[src/rtl/rca_pkg.sv]
// Shared types and defaults for the registered ripple-carry adder.
// Consumers bundle the registered outputs with rca_result_t.
package rca_pkg;

  localparam int RCA_DEFAULT_WIDTH = 4;

  typedef struct packed {
    logic                         carry;
    logic                         ovf;
    logic [RCA_DEFAULT_WIDTH-1:0] sum;
  } rca_result_t;

  function automatic rca_result_t rca_pack(
    input logic                         carry,
    input logic                         ovf,
    input logic [RCA_DEFAULT_WIDTH-1:0] sum
  );
    rca_result_t r;
    r.carry = carry;
    r.ovf   = ovf;
    r.sum   = sum;
    return r;
  endfunction

endpackage

[src/rtl/ripple_carry_adder_fa.sv]
// One-bit full adder; a single link of the ripple chain.
// Purely combinational.
module full_adder (
  input  logic a,
  input  logic b,
  input  logic cin,
  output logic sum,
  output logic cout
);

  logic p;

  assign p    = a ^ b;
  assign sum  = p ^ cin;
  assign cout = (a & b) | (cin & p);

endmodule

[src/rtl/ripple_carry_adder.sv]
// WIDTH-bit ripple-carry adder with registered sum, carry and
// signed overflow, qualified by a one-cycle valid.
module ripple_carry_adder
  import rca_pkg::*;
#(
  parameter int WIDTH = RCA_DEFAULT_WIDTH
) (
  input  logic             clk,
  input  logic             rst_n,
  input  logic             in_valid,
  input  logic [WIDTH-1:0] A,
  input  logic [WIDTH-1:0] B,
  input  logic             Cin,
  output logic             out_valid,
  output logic [WIDTH-1:0] SUM,
  output logic             CARRY,
  output logic             OVF
);

  logic [WIDTH:0]   c;
  logic [WIDTH-1:0] s;

  assign c[0] = Cin;

  for (genvar i = 0; i < WIDTH; i++) begin : g_chain
    full_adder u_fa (
      .a   (A[i]),
      .b   (B[i]),
      .cin (c[i]),
      .sum (s[i]),
      .cout(c[i+1])
    );
  end

  logic [WIDTH-1:0] sum_d, sum_q;
  logic             carry_d, carry_q;
  logic             ovf_d, ovf_q;
  logic             valid_q;

  // Data registers only move on accept, so idle-cycle X cannot leak in.
  always_comb begin
    sum_d   = sum_q;
    carry_d = carry_q;
    ovf_d   = ovf_q;
    if (in_valid) begin
      sum_d   = s;
      carry_d = c[WIDTH];
      ovf_d   = c[WIDTH] ^ c[WIDTH-1];
    end
  end

  always_ff @(posedge clk or negedge rst_n) begin
    if (!rst_n) begin
      sum_q   <= '0;
      carry_q <= 1'b0;
      ovf_q   <= 1'b0;
      valid_q <= 1'b0;
    end else begin
      sum_q   <= sum_d;
      carry_q <= carry_d;
      ovf_q   <= ovf_d;
      valid_q <= in_valid;
    end
  end

  assign SUM       = sum_q;
  assign CARRY     = carry_q;
  assign OVF       = ovf_q;
  assign out_valid = valid_q;

endmodule

[config.mk]
export PLATFORM = sky130hd
export DESIGN_NAME = ripple_carry_adder
export DESIGN_NICKNAME = d
export VERILOG_FILES = /design/src/rtl/rca_pkg.sv /design/src/rtl/ripple_carry_adder_fa.sv /design/src/rtl/ripple_carry_adder.sv
export SDC_FILE = /design/constraint.sdc
export NUM_CORES = 1
export LEC_CHECK = 0
export BUFFER_PORTS_ARGS = -buffer_cell sky130_fd_sc_hd__buf_4
export CAP_MARGIN = 20
export CORE_AREA = 2 2 39 41
export DETAILED_ROUTE_END_ITERATION = 16
export DIE_AREA = 0 0 41 43
export PLACE_DENSITY = 0.51
export SYNTH_ARGS = -nofsm -noshare
export SYNTH_HDL_FRONTEND = slang
export SYNTH_SLANG_ARGS = --single-unit
[constraint.sdc]
create_clock -name clk -period 0.9 [get_ports clk]
set_input_delay 0.18 -clock clk [delete_from_list [all_inputs] [get_ports clk]]
set_output_delay 0.18 -clock clk [all_outputs]
set_load 0.02 [all_outputs]
==> flow_metrics.tcl <==
set metrics [dict create \
    use_met1 0.110 \
    grt_overflow_total 0 \
    dieArea_um2 1760 \
    clock_sinks 7 \
    r2r_setup_slack_ps 10 \
    maxCapViolCount 0 \
    synthTopCellsByArea "dfrtp_1, fa_1, mux2_4, inv_1, buf_6" \
    hold_viol 0 \
    p_total_mw 1.19 \
    met2_usage 0.150 \
    cts_tree "yes" \
    min_from "in_valid" \
    synth_top_area_cell "dfrtp_1" \
    cts.path.max_buffers 2 \
    syn-num-nets 45 \
    die_w_um 41 \
    dp.cells 64 \
    ys_ff_latch 7 \
    tns_ps -3320 \
    layout-drive-gt1-share 0.700 \
    reg2regPathDepth 2 \
    synthAdderAreaFrac 0.212 \
    root_buffer "clkbuf_4" \
    grt-busiest-layer "met2" \
    synth_top_family_by_area "adder cells" \
    first_pass_iters 2 \
    grt_max_degree 10 \
    finalWeightedCongestion 0.629 \
    finalClockSkew_ps 0 \
    route.detailed.drc 0 \
    synth_simple_gate_area_frac 0.0199 \
    insertedDiodeCount 0 \
    synth_top_area_frac 0.464 \
    synthDistinctLibCells 9 \
    numCtsBuffers 3 \
    slew_headroom 0.928 \
    ant_nets 0 \
    critPathCaptureType "flip-flop" \
    worst-setup-path-type "in -> reg" \
    hold_slack_ps 150 \
    final.min_clock_period_ps 1690 \
    antenna_found_initial 0 \
    core_area_um2 1380 \
    worst_pin_slew_ps 105 \
    hold-path-endpoint "out_valid$_DFF_PN0_" \
    power_leakage_nw 0.349 \
    yosys_warnings 0 \
    routedWlPerCell_um 9.21 \
    hold_depth 1 \
    ioPinCount 19 \
    fin_nets 77 \
    startpoint_type "input pin" \
    peakVddDrop_mv 0.522 \
    syn_area_per_cell_um2 13.0 \
    setup_ws_ps -794 \
    synthMuxAreaShare 0.146 \
    worst_ep_arrival_time_ps 1830 \
    final_cell_mix "buf_4, buf_6, dfrtp_1, inv_1, fa_2" \
    rsz0062_at_grt "yes" \
    port_buffers 18 \
    layout_commonest_cell "buf_4" \
    fmax_mhz 590 \
    grt_pass1_wl_mm 1.17 \
    clk_latency_ps 250 \
    areaGrowthSynthToFinish_pct 81.1 \
    clk_pin_slew_ps 50 \
    gr-usage-all-layers 0.101 \
    fp.dieH_um 43 \
    hold_path_class "in -> reg" \
    synth-compound-area-share 0.0265 \
    cts_max_level 1 \
    setup_viol 12 \
    finalNonFillerCells 76 \
    slew_violations 0 \
    pre_cts_ws_ps -1100 \
    powerDensity_nw_per_um2 1740 \
    via_per_inst 3.91 \
    violations "negative setup slack" \
    rows 14 \
    syn-instance-count 29 \
    critPathMaxFanout 2 \
    grt_pass1_vias 319 \
    first_iter_violations 3 \
    synthXorXnorAreaFrac 0.0232 \
    dp_hpwl_um 534 \
    r2r_start "OVF$_DFFE_PN0P_" \
    wirelength_um 700 \
    use_met3 0 \
    synth_area_um2 378 \
    status "finished, violations left" \
    worstPathRequired_ps 1030 \
    vias 297 \
    yosysSeqAreaShare 0.464 \
    initial_core_util 0.273 \
    r2r_end "OVF$_DFFE_PN0P_" \
    fin_crit_sh 1.88 \
]
area by class of cell:
cell class / instances / area [um2]
Tap cell: 16 / 20.0
Fill cell: 137 / 699
Sequential cell: 7 / 175
Timing Repair Buffer: 28 / 254
Inverter: 8 / 30.0
Multi-Input combinational cell: 13 / 179
Clock buffer: 4 / 26.3
layer usage:
layer	wire length, um	vias to the layer above
met3	36	0
met1	261	141
met5	0	-
li1	-	146
met4	0	0
met2	402	10
cells in the mapped netlist:
| cell | instances |
|---|---|
| inv_1 | 8 |
| dfrtp_1 | 7 |
| fa_1 | 4 |
| mux2_4 | 3 |
| a21oi_1 | 2 |
| nor2_1 | 2 |
| buf_6 | 1 |
| mux2i_1 | 1 |
| xnor2_1 | 1 |
worst max-delay path by stage:
stage               from                 end  depth (start not counted)
floorplan           A[0]     OVF$_DFFE_PN0P_                          9
global placement    A[0]     OVF$_DFFE_PN0P_                         10
detailed placement  A[0]  SUM[3]$_DFFE_PN0P_                          9
CTS                 A[0]     OVF$_DFFE_PN0P_                         10
global route        A[0]     OVF$_DFFE_PN0P_                         10
finish              A[0]     OVF$_DFFE_PN0P_                         10
sequential cells by signal (all words and copies together) (netlist names):
| register | cells |
|---|---|
| OVF | 1 |
| out_valid | 1 |
| SUM | 4 |
| CARRY | 1 |
per-stage QoR:
stage / utilization / cell area [um2]
after CTS: 0.481 / 666
after detailed placement: 0.395 / 547
after global routing: 0.495 / 684
final: 0.495 / 684
after floorplan: - / 388
after global placement: 0.395 / 547
kinds of logic (layout without fill, tap and decap cells):
family / Yosys count / after routing
and+or+nand+nor: 2 / 2
xor gates and xnor gates: 1 / 1
muxes: 4 / 4
buffers and inverters: 9 / 40
adders and majority gates: 4 / 4
DFF: 7 / 7
AOI/OAI and AO/OA: 2 / 2
power breakdown:
group	internal [mW]	leakage [nW]	total, mW	switching, mW
logic	0.312	0.253	0.501	0.189
clock network	0.169	0.0150	0.279	0.110
registers	0.373	0.0806	0.412	0.0398
worst max-delay path: stages:
cell	delay [ps]
buf_6	90
fa_2	370
inv_2	60
fa_2	180
inv_2	40
fa_2	330
inv_2	60
fa_2	200
xnor2_1	60
mux2_4	250
what timing repair did:
action,4_1_cts,5_1_grt
hold endpoints to repair,7,0
pin swaps,1,1
setup endpoints to repair,12,13
hold buffers,1,0
resized for setup,10,3
setup buffers,6,2
Note: power is estimated with default switching activity, not from simulation.
